### src/rtl/alu_arbiter.sv
// Round-robin arbiter and sequencer that shares one combinational ALU among NREQ requesters.
// Each accepted operation takes one grant cycle (IDLE->EXEC) and one response cycle (EXEC->IDLE).
module alu_arbiter #(
    parameter int NREQ  = 4,
    parameter int WIDTH = 8
) (
    input  logic                  clk,
    input  logic                  reset,
    input  logic [NREQ-1:0]       i_req,
    input  logic [3*NREQ-1:0]     i_req_op,
    input  logic [WIDTH*NREQ-1:0] i_req_a,
    input  logic [WIDTH*NREQ-1:0] i_req_b,
    output logic [NREQ-1:0]       o_gnt,
    output logic [2:0]            o_alu_op,
    output logic [WIDTH-1:0]      o_alu_a,
    output logic [WIDTH-1:0]      o_alu_b,
    input  logic [WIDTH-1:0]      i_alu_result,
    input  logic [3:0]            i_alu_flags,
    output logic [NREQ-1:0]       o_rsp_valid,
    output logic [WIDTH-1:0]      o_rsp_result,
    output logic [3:0]            o_rsp_flags,
    output logic                  o_busy
);

    localparam int PTRW = $clog2(NREQ);

    typedef enum logic {IDLE, EXEC} state_t;

    state_t            r_state;
    state_t            w_nextState;
    logic [PTRW-1:0]   r_ptr;
    logic [PTRW-1:0]   r_winIdx;
    logic [PTRW-1:0]   w_winner;
    logic              w_found;
    logic              w_accept;
    logic [NREQ-1:0]   r_gnt;
    logic [NREQ-1:0]   r_rspValid;
    logic [2:0]        r_aluOp;
    logic [WIDTH-1:0]  r_aluA;
    logic [WIDTH-1:0]  r_aluB;
    logic [WIDTH-1:0]  r_rspResult;
    logic [3:0]        r_rspFlags;

    always_ff @(posedge clk or posedge reset) begin
        if (reset) begin
            r_state <= IDLE;
        end else begin
            r_state <= w_nextState;
        end
    end

    // Search starts just after the last winner so every requester gets a turn.
    always_comb begin
        w_found  = 1'b0;
        w_winner = '0;
        for (int i = 1; i <= NREQ; i++) begin
            if (!w_found && i_req[(int'(r_ptr) + i) % NREQ]) begin
                w_found  = 1'b1;
                w_winner = PTRW'((int'(r_ptr) + i) % NREQ);
            end
        end
        w_accept    = (r_state == IDLE) && w_found;
        w_nextState = r_state;
        case (r_state)
            IDLE:    if (w_found) w_nextState = EXEC;
            EXEC:    w_nextState = IDLE;
            default: w_nextState = IDLE;
        endcase
    end

    always_comb begin
        o_busy = (r_state == EXEC);
    end

    always_ff @(posedge clk or posedge reset) begin
        if (reset) begin
            r_ptr       <= PTRW'(NREQ - 1);
            r_winIdx    <= '0;
            r_gnt       <= '0;
            r_rspValid  <= '0;
            r_aluOp     <= '0;
            r_aluA      <= '0;
            r_aluB      <= '0;
            r_rspResult <= '0;
            r_rspFlags  <= '0;
        end else begin
            r_gnt      <= '0;
            r_rspValid <= '0;
            if (w_accept) begin
                r_aluOp  <= i_req_op[int'(w_winner)*3 +: 3];
                r_aluA   <= i_req_a[int'(w_winner)*WIDTH +: WIDTH];
                r_aluB   <= i_req_b[int'(w_winner)*WIDTH +: WIDTH];
                r_gnt    <= NREQ'(1) << w_winner;
                r_ptr    <= w_winner;
                r_winIdx <= w_winner;
            end
            // The ALU has settled on the registered operands by the end of EXEC.
            if (r_state == EXEC) begin
                r_rspResult <= i_alu_result;
                r_rspFlags  <= i_alu_flags;
                r_rspValid  <= NREQ'(1) << r_winIdx;
            end
        end
    end

    assign o_gnt        = r_gnt;
    assign o_rsp_valid  = r_rspValid;
    assign o_alu_op     = r_aluOp;
    assign o_alu_a      = r_aluA;
    assign o_alu_b      = r_aluB;
    assign o_rsp_result = r_rspResult;
    assign o_rsp_flags  = r_rspFlags;

endmodule
### config.mk
export PLATFORM = sky130hd
export DESIGN_NAME = alu_arbiter
export DESIGN_NICKNAME = d
export VERILOG_FILES = /design/src/rtl/alu_arbiter.sv
export SDC_FILE = /design/constraint.sdc
export NUM_CORES = 1
export LEC_CHECK = 0
export BUFFER_PORTS_ARGS = -buffer_cell sky130_fd_sc_hd__buf_4
export CAP_MARGIN = 0
export CORE_AREA = 2 2 94 96
export DETAILED_ROUTE_END_ITERATION = 12
export DIE_AREA = 0 0 96 98
export GPL_ROUTABILITY_DRIVEN = 0
export GPL_TIMING_DRIVEN = 0
export SLEW_MARGIN = 5
export SYNTH_ARGS = -nofsm -noshare
export SYNTH_HDL_FRONTEND = slang
export SYNTH_SLANG_ARGS = --single-unit
### constraint.sdc
create_clock -name clk -period 1.8 [get_ports clk]
set_clock_uncertainty 0.15 [all_clocks]
set_input_delay 0.45 -clock clk [delete_from_list [all_inputs] [get_ports clk]]
set_output_delay 0.45 -clock clk [all_outputs]
set_load 0.02 [all_outputs]
==> results of run 1 <==
## flip-flops by register name, summed over array words and instances, names as in the netlist
register	count
o_alu_a	8
o_alu_b	8
o_alu_op	3
o_busy	1
o_gnt	4
o_rsp_flags	4
o_rsp_result	8
o_rsp_valid	4
r_ptr	2
r_winIdx	2
## path summary, 6_finish.rpt
check	endpoint	slack, ns	startpoint
max in group asynchronous	r_ptr[1]$_DFFE_PP1P_	0.93	reset
setup reg to reg	o_alu_op[0]$_DFFE_PP0P_	-0.20	r_ptr[1]$_DFFE_PP1P_
min in group clk	o_rsp_result[5]$_DFFE_PP0P_	0.22	i_alu_result[5]
hold reg to reg	o_rsp_valid[2]$_DFF_PP0_	0.34	r_winIdx[0]$_DFFE_PP0P_
hold / removal	o_rsp_result[5]$_DFFE_PP0P_	-0.007	reset
setup / recovery	o_alu_op[0]$_DFFE_PP0P_	-0.20	r_ptr[1]$_DFFE_PP1P_
## layout make-up
cell class | count | area share
multi-input cells | 170 | 0.334
inverters | 5 | 0.00476
plain buffers | 20 | 0.0422
flip-flops and latches | 44 | 0.280
repair buffers | 142 | 0.277
clock buffers | 5 | 0.0174
clock inverters | 3 | 0.0108
well taps | 108 | 0.0343
## placed cells by master, fill, tap and decap left out, types with 5 or more instances in the layout
master    instances
dfrtp_1          42
buf_4           145
a21oi_1          14
clkbuf_2          6
mux2i_1          13
clkbuf_8          5
nor2_1           24
mux2_2           12
nor3b_1          29
nand2_1           8
a221oi_1         13
o21ai_0           9
## power by group
group          total, mW  switching, mW  internal, mW  leakage, nW
logic               3.16           1.65          1.51         1.26
clock network      0.774          0.363         0.411       0.0541
registers           1.60          0.221          1.38        0.520
## worst reg2reg max path, cell delays in order (launching register included)
cell and delay [ns]:
dfstp_2 0.55, buf_6 0.13, mux2i_1 0.21, o22ai_2 0.10, a21oi_4 0.14, buf_12 0.15, buf_12 0.16, mux2i_1 0.23
a21oi_1 0.08
## kinds of logic after synthesis
| group | share of synthesized area |
|---|---|
| flip-flops | 0.449 |
| buffers and inverters | 0.0595 |
| AO/OA/AOI/OAI | 0.172 |
| multiplexers | 0.138 |
| AND/OR/NAND/NOR | 0.181 |
## metrics by stage
stage          cell area [um^2]  cells  total power [mW]  setup TNS [ns]
5_1_grt                    3940    497              5.92           -5.58
2_1_floorplan              2460    240              3.34           -1.82
4_1_cts                    3800    491              5.35           -3.49
3_5_place_dp               3620    482              4.43           -8.23
6_report                   3940    497              5.54           -3.21
3_3_place_gp               3600    481              4.41          -27.51
## what timing repair did
item                                    CTS  global route
pin swaps                                 0             3
setup buffers                             2             6
endpoints found under the setup margin   31            26
endpoints found under the hold margin     0             0
gates resized for setup                  17            20
## per-layer routing
layer | vias up | share of wire
met3 | 4 | 0.068
li1 | 1175 | -
met1 | 1183 | 0.41
met5 | - | 0
met4 | 0 | 0.0054
met2 | 77 | 0.51
==> results.json, run 1 <==
{
  "pin_count_of_the_biggest_net_entering_global_routing": 27,
  "post-place-ws_ns": -0.419,
  "design.core.area_um2": 8470,
  "globalRouteMet1Util": 0.212,
  "ir_worst_vdd_mv": 0.491,
  "violations_in_the_final_reports": "hold timing, setup timing",
  "critical_path.cell_chain": "buf_6, mux2i_1, o22ai_2, a21oi_4, buf_12, buf_12, mux2i_1, a21oi_1",
  "timing.hold.worst.class": "input port to async pin",
  "htree_num_levels": 2,
  "r2r.worst_path.cells": 8,
  "initial_utilization": 0.291,
  "finalSetupViolations": 19,
  "ys_seq_area_frac": 0.449,
  "critical_path_arrival_ns": 2.04,
  "grt_setup_unrepaired": "true",
  "utilization": 0.466,
  "synth_ff_type": "dfrtp_1",
  "post_route_cells_drive_above_1_share": 0.530,
  "cts-hold-fix-buffers": 0,
  "cp.depth": 8,
  "fraction_of_synthesized_cell_area_taken_by_the_top_area_cell_type": 0.427,
  "dpl.hpwl_um": 5850,
  "drc": 0,
  "floorplan.die_area_um2": 9410,
  "timing_hold_violations_final": 11,
  "post_synth_main_area_contributors": "dfrtp_1 (43%), nor3b_1 (9.5%), mux2i_1 (6.5%)",
  "met2_usage": 0.298,
  "async_flop_share": 1.00,
  "rows": 34,
  "worst-setup-path-type": "flip-flop to flip-flop",
  "cp_required_ns": 1.84,
  "layout_worst_path_cycle_share": 1.11,
  "critPathTopFamily": "flip-flops",
  "design.portCount": 134,
  "final.setup.worst_slack_ns": -0.197,
  "routed_wire_length_per_instance_um": 15.7,
  "post_synth.cell_area_avg_um2": 10.2,
  "numPortBuffers": 133,
  "critical_path.startpoint_type": "flip-flop",
  "max_cap_viol_count": 0,
  "power.static_leakage_nw": 1.83,
  "yosysUniqueCellTypes": 36,
  "regArea_um2": 1100,
  "tritoncts": "built",
  "num-nets-final": 482,
  "yosysMostFrequentCell": "dfrtp_1",
  "synthesis.nets": 334,
  "clk-insertion-delay-late_ns": 0.30,
  "max_freq_ghz": 0.501,
  "synth.cell_area_um2": 2460,
  "clock_pin_slew_on_the_worst_setup_and_hold_paths_ns": 0.10,
  "first_pass_iteration_count_of_the_detailed_router": 4,
  "max-clock-path-buffers": 2,
  "synth_edf_count": 0,
  "floorplan.die.width_um": 96,
  "grt_util_all_layers": 0.172,
  "synth-warning-count": 0,
  "vias": 2439,
  "vias_per_cell": 4.91,
  "hold_ws_ns": -0.00680,
  "number_of_antenna_violations_at_the_first_check_in_global_routing": 0,
  "timing.critical_path.slowest_stage_cell": "dfstp_2",
  "cts_num_sinks": 44,
  "route.final.wire_length_um": 7810,
  "worstPathBufferInverterCount": 3,
  "gr_overflow_total": 0,
  "power_density_nw_per_um2": 1400,
  "synth_cells": 240,
  "die_h_um": 98,
  "worst_slew_pin_slew_ns": 0.447,
  "drv_slew": 0,
  "worstSetupEndpointType": "flip-flop",
  "drtAntennaViolNets": 0,
  "synth_common_cells": "dfrtp_1 (42), nor3b_1 (31), nor2_1 (25)",
  "cts-buffers-inserted": 5,
  "multiInputGateArea_um2": 1320,
  "ctsRootBufferMaster": "clkbuf_8",
  "critical_path.max_stage_delay_ns": 0.55,
  "area_delta_synth_final_pct": 60.3,
  "netlist.top_cell.by_area": "dfrtp_1",
  "yosys_register_bits": 44,
  "grt_use_met3": 0.0463,
  "timing.critical_path.fanout_max": 10,
  "final_period_minus_worst_setup_slack_ns": 2.00,
  "first_iter_violations": 49,
  "most_crowded_layer_after_global_routing": "met2",
  "grt_first_pass_wirelength_um": 12600,
  "antenna-diode-count": 0,
  "max-slew-margin-rel": 0.702,
  "grt_pass1_vias": 2535,
  "count_of_filler_cells_inserted_in_the_layout": 843,
  "outcome": "finished, violations left"
}
(Power assumes the default switching activity.)
==> run 2, diff against run 1 <==
--- a/config.mk
+++ b/config.mk
@@ -6,7 +6,7 @@
 export NUM_CORES = 1
 export LEC_CHECK = 0
 export BUFFER_PORTS_ARGS = -buffer_cell sky130_fd_sc_hd__buf_4
-export CAP_MARGIN = 0
+export CAP_MARGIN = 10
 export CORE_AREA = 2 2 94 96
 export DETAILED_ROUTE_END_ITERATION = 12
 export DIE_AREA = 0 0 96 98
==> constraint.sdc (replaced) <==
create_clock -name clk -period 1.8 [get_ports clk]
set_clock_uncertainty 0.15 [all_clocks]
set_input_delay 0.09 -clock clk [delete_from_list [all_inputs] [get_ports clk]]
set_output_delay 0.09 -clock clk [all_outputs]
set_load 0.02 [all_outputs]
==> run 2 against run 1 <==
Compared with the run above: the run ends with setup timing left; final cell count rose by 11%; die area did not move; fmax grew 0.12%; clock power up 0.6%; register-to-register slack about the same; critical endpoint unchanged; largest power group unchanged.
==> results.json, run 2 (synthesis gave the netlist of run 1 again) <==
{
  "design.portCount": 134,
  "dpl.hpwl_um": 5850,
  "pin_count_of_the_biggest_net_entering_global_routing": 27,
  "finalSetupViolations": 22,
  "violations_in_the_final_reports": "setup timing",
  "first_pass_iteration_count_of_the_detailed_router": 4,
  "die_h_um": 98,
  "vias_per_cell": 4.83,
  "utilization": 0.533,
  "routed_wire_length_per_instance_um": 15.5,
  "grt_first_pass_wirelength_um": 13700,
  "clk-insertion-delay-late_ns": 0.31,
  "drv_slew": 0,
  "cts-buffers-inserted": 5,
  "grt_setup_unrepaired": "true",
  "worst-setup-path-type": "flip-flop to flip-flop",
  "final_period_minus_worst_setup_slack_ns": 2.00,
  "rows": 34,
  "gr_overflow_total": 0,
  "p_int_mw": 3.41,
  "reg2reg_from": "r_ptr[1]$_DFFE_PP1P_",
  "vias": 2654,
  "cp_required_ns": 1.85,
  "initial_utilization": 0.291,
  "power.static_leakage_nw": 2.07,
  "max-clock-path-buffers": 2,
  "p_clk_frac": 0.137,
  "floorplan.die.width_um": 96,
  "drc": 0,
  "max-slew-margin-rel": 0.702,
  "final.setup.worst_slack_ns": -0.195,
  "max_freq_ghz": 0.501,
  "layout_worst_path_cycle_share": 1.11,
  "critical_path_arrival_ns": 2.04,
  "area_delta_synth_final_pct": 83.5,
  "num-nets-final": 535,
  "hold_ws_ns": 0.0121,
  "seq_power_share": 0.283,
  "totalPowerFinal_mw": 5.70,
  "post_route_cells_drive_above_1_share": 0.477,
  "switching_power_as_a_share_of_total_power": 0.402,
  "tritoncts": "built",
  "max_cap_viol_count": 0,
  "share_of_power_burned_in_combinational_logic": 0.580,
  "timing.hold.worst.class": "input port to flip-flop",
  "numPortBuffers": 133,
  "floorplan.die_area_um2": 9410,
  "final_cell_area_um2": 4510,
  "worst_slew_pin_slew_ns": 0.446,
  "layout.cells.most_common": "buf_4",
  "post-place-ws_ns": -0.419,
  "ctsRootBufferMaster": "clkbuf_8",
  "startpoint": "r_ptr[1]$_DFFE_PP1P_",
  "grt_util_all_layers": 0.187,
  "clock_pin_slew_on_the_worst_setup_and_hold_paths_ns": 0.10,
  "worst_hold_startpoint": "i_req_b[13]",
  "count_of_filler_cells_inserted_in_the_layout": 764,
  "switchingPower_mw": 2.29,
  "timing.critical_path.fanout_max": 10,
  "critical_path.startpoint_type": "flip-flop",
  "worstSetupEndpointType": "flip-flop",
  "ir_worst_vdd_mv": 0.497,
  "grt_pass1_vias": 2849,
  "timing_hold_violations_final": 0,
  "first_iter_violations": 35,
  "outcome": "finished, violations left",
  "power_density_nw_per_um2": 1260,
  "route.final.wire_length_um": 8520,
  "drtAntennaViolNets": 0,
  "placedInstanceArea_um2": 3620,
  "htree_num_levels": 2,
  "cts_num_sinks": 44,
  "antenna-diode-count": 0,
  "number_of_antenna_violations_at_the_first_check_in_global_routing": 0,
  "most-common-layout-cells": "buf_4 (143), dlygate4sd3_1 (52), dfrtp_1 (42)",
  "design.core.area_um2": 8470
}
## run 2: path summary, 6_finish.rpt
check                                              end  slack, ns  cells past startpoint
min reg2reg                   o_rsp_valid[2]$_DFF_PP0_       0.34                      1
max reg2reg                    o_alu_op[0]$_DFFE_PP0P_      -0.20                      8
max in group asynchronous         r_ptr[1]$_DFFE_PP1P_       0.72                      4
min                             o_alu_b[5]$_DFFE_PP0P_       0.01                      4
min in group asynchronous  o_rsp_result[5]$_DFFE_PP0P_       0.20                      3
max                            o_alu_op[0]$_DFFE_PP0P_      -0.20                      8
## run 2: what timing repair did
| action | 4_1_cts | 5_1_grt |
|---|---|---|
| setup endpoints to repair | 31 | 27 |
| pin swaps | 0 | 6 |
| endpoints found under the hold margin | 50 | 0 |
| buffers inserted | 2 | 6 |
| resized for setup | 17 | 30 |
| hold buffers | 53 | 0 |
| gates cloned | 0 | 0 |
## run 2: per-layer routing
layer  part of all wire  vias up  global-route usage
li1                   -     1280                   -
met1               0.40     1272               0.220
met2               0.52       92               0.335
met3              0.066       10              0.0463
met4              0.012        0              0.0418
met5                  0        -                   0
## run 2: stage by stage
| step | setup TNS (ns) | instances |
|---|---|---|
| finish | -3.18 | 550 |
| global route | -5.68 | 550 |
| CTS | -3.49 | 544 |
| global placement | -11.98 | 481 |
| detailed placement | -8.01 | 482 |
| floorplan | -1.82 | 240 |
## run 2: critical path, stage by stage, from the launching register on
cell and delay, ns:
dfstp_2 0.55, buf_6 0.13, mux2i_1 0.21, o22ai_2 0.10, a21oi_4 0.14, buf_12 0.15
buf_12 0.15, mux2i_1 0.22, a21oi_1 0.08
## run 2: final cells by class
class	count	area, um^2	area share
flip-flops and latches	44	1100	0.245
repair buffers	195	1630	0.362
clock buffers	5	68.8	0.0152
plain buffers	20	173	0.0383
inverters	5	18.8	0.00416
multi-input cells	170	1340	0.297
clock inverters	3	42.5	0.00943
well taps	108	135	0.0299
## run 2: power groups by stage
stage	combinational (mW)	sequential, mW	clock, mW
finish	3.31	1.61	0.779
global placement	2.80	1.61	0
floorplan	1.33	2.01	0
detailed placement	2.83	1.60	0
global route	3.58	1.67	0.830
CTS	3.04	1.62	0.789
==> run 3, diff against run 2 <==
--- a/config.mk
+++ b/config.mk
@@ -12,6 +12,7 @@
 export DIE_AREA = 0 0 96 98
 export GPL_ROUTABILITY_DRIVEN = 0
 export GPL_TIMING_DRIVEN = 0
+export HOLD_SLACK_MARGIN = 0.1
 export SLEW_MARGIN = 5
 export SYNTH_ARGS = -nofsm -noshare
 export SYNTH_HDL_FRONTEND = slang
==> run 3 against run 2 <==
Compared with the run above: the flow still finishes with violations (setup timing); fmax about the same; core utilization is 2.2 points higher; first-iteration DRC count up 49%; sequential share of layout area down 0.95 points; critical path type unchanged.
==> results.json, run 3 (synthesis gave the netlist of run 1 again) <==
{
  "ctsRootBufferMaster": "clkbuf_8",
  "clock_pin_slew_on_the_worst_setup_and_hold_paths_ns": 0.10,
  "pin_count_of_the_biggest_net_entering_global_routing": 27,
  "grt_setup_unrepaired": "true",
  "routed_wire_length_per_instance_um": 15.5,
  "vias": 2778,
  "violations_in_the_final_reports": "setup timing",
  "dr_wl_met2_um": 4570,
  "finalSetupViolations": 22,
  "drtAntennaViolNets": 0,
  "wl_met1_um": 3570,
  "die_h_um": 98,
  "max-slew-margin-rel": 0.701,
  "htree_num_levels": 2,
  "totalPowerFinal_mw": 5.72,
  "layout.cells.most_common": "buf_4",
  "grt_first_pass_wirelength_um": 14300,
  "gr_overflow_total": 0,
  "number_of_antenna_violations_at_the_first_check_in_global_routing": 0,
  "holdPathStages": 4,
  "initial_utilization": 0.291,
  "clk-insertion-delay-late_ns": 0.30,
  "numPortBuffers": 133,
  "max_freq_ghz": 0.501,
  "final_period_minus_worst_setup_slack_ns": 2.00,
  "ir_worst_vdd_mv": 0.544,
  "timing.hold.worst.class": "input port to flip-flop",
  "route.final.wire_length_um": 8860,
  "tritoncts": "built",
  "floorplan.die_area_um2": 9410,
  "power_density_nw_per_um2": 1220,
  "worstSetupEndpointType": "flip-flop",
  "layout_worst_path_cycle_share": 1.11,
  "cts_num_sinks": 44,
  "timing_hold_violations_final": 0,
  "most-common-layout-cells": "buf_4 (144), dlygate4sd3_1 (72), dfrtp_1 (42)",
  "power.static_leakage_nw": 2.14,
  "timing.critical_path.fanout_max": 10,
  "outcome": "finished, violations left",
  "cts-buffers-inserted": 5,
  "design.portCount": 134,
  "max-clock-path-buffers": 2,
  "first_pass_iteration_count_of_the_detailed_router": 4,
  "drv_slew": 0,
  "post-place-ws_ns": -0.419,
  "drc": 0,
  "dpl.hpwl_um": 5850,
  "grt_util_all_layers": 0.194,
  "critical_path.startpoint_type": "flip-flop",
  "floorplan.die.width_um": 96,
  "final_cell_area_um2": 4700,
  "rows": 34,
  "post_route_cells_drive_above_1_share": 0.455,
  "critical_path_arrival_ns": 2.04,
  "vias_per_cell": 4.87,
  "final.setup.worst_slack_ns": -0.196,
  "placedInstanceArea_um2": 3620,
  "r2r.worst_path.cells": 8,
  "num-nets-final": 555,
  "detailroute.wirelength.met3_um": 585,
  "cp_required_ns": 1.84,
  "worst_slew_pin_slew_ns": 0.448,
  "top_signal_layer_used": "met4",
  "first_iter_violations": 52,
  "worst-setup-path-type": "flip-flop to flip-flop",
  "antenna-diode-count": 0,
  "max_cap_viol_count": 0,
  "area_delta_synth_final_pct": 90.9,
  "design.core.area_um2": 8470,
  "grt_pass1_vias": 3005
}
-- run 3: cell types whose count changed in the layout (fill, tap and decap cells not counted) --
cell           previous run  this run
a221oi_2                  3         2
buf_4                   143       144
dlygate4sd3_1            52        72
nor3b_2                   4         3
a221oi_1                 12        13
buf_6                     5         4
buf_2                     1         2
clkbuf_4                  1         0
inv_2                     1         2
nor3b_1                  27        28
inv_1                     4         3
-- run 3: report_power, final --
part	internal (mW)	switching [mW]	total (mW)	leakage (nW)
registers	1.38	0.230	1.61	0.520
logic	1.63	1.70	3.34	1.57
clock network	0.411	0.363	0.774	0.0541
total	3.43	2.30	5.72	2.14
-- run 3: area by class of cell --
class / instances / area [um^2]
clock inverter: 3 / 42.5
multi-input combinational: 170 / 1330
buffer: 20 / 166
clock buffer: 5 / 68.8
fill: 740 / 3770
tap: 108 / 135
inverter: 5 / 18.8
sequential: 44 / 1100
timing repair buffer: 215 / 1830
-- run 3: per-layer routing --
layer,vias to the layer above,GRT usage
met5,-,0
met4,0,0.0549
met3,14,0.0478
met2,101,0.344
met1,1343,0.229
li1,1320,-
-- run 3: path summary, 6_finish.rpt --
path,slack [ns],end,startpoint
worst max register to register,-0.20,o_alu_op[0]$_DFFE_PP0P_,r_ptr[1]$_DFFE_PP1P_
worst max-delay path,-0.20,o_alu_op[0]$_DFFE_PP0P_,r_ptr[1]$_DFFE_PP1P_
max in group asynchronous,0.72,r_ptr[1]$_DFFE_PP1P_,reset
min in group asynchronous,0.21,o_rsp_result[5]$_DFFE_PP0P_,reset
worst min-delay path,0.10,o_alu_a[0]$_DFFE_PP0P_,i_req_a[16]
worst min register to register,0.33,o_rsp_valid[2]$_DFF_PP0_,r_winIdx[0]$_DFFE_PP0P_
-- run 3: metrics by stage --
| stage | cells | TNS, ns | hold slack, ns | util |
|---|---|---|---|---|
| 6_report | 570 | -3.20 | 0.103 | 0.555 |
| 5_1_grt | 570 | -5.73 | 0.109 | 0.555 |
| 3_3_place_gp | 481 | -11.98 | 0.175 | 0.425 |
| 3_5_place_dp | 482 | -8.01 | -0.0173 | 0.427 |
| 2_1_floorplan | 240 | -1.82 | 0.0770 | - |
| 4_1_cts | 564 | -3.49 | 0.103 | 0.536 |
-- run 3: worst max-delay path: stages (launching register included) --
cell and delay, ns:
dfstp_2 0.55, buf_6 0.13, mux2i_1 0.21, o22ai_2 0.10, a21oi_4 0.14, buf_12 0.15
buf_12 0.15, mux2i_1 0.22, a21oi_1 0.08
-- run 3: timing repair --
action                                 4_1_cts  5_1_grt
setup buffers                                2        6
setup endpoints to repair                   31       27
endpoints found under the hold margin       74        0
hold buffers                                73        0
pin swaps                                    0        6
resized for setup                           17       27
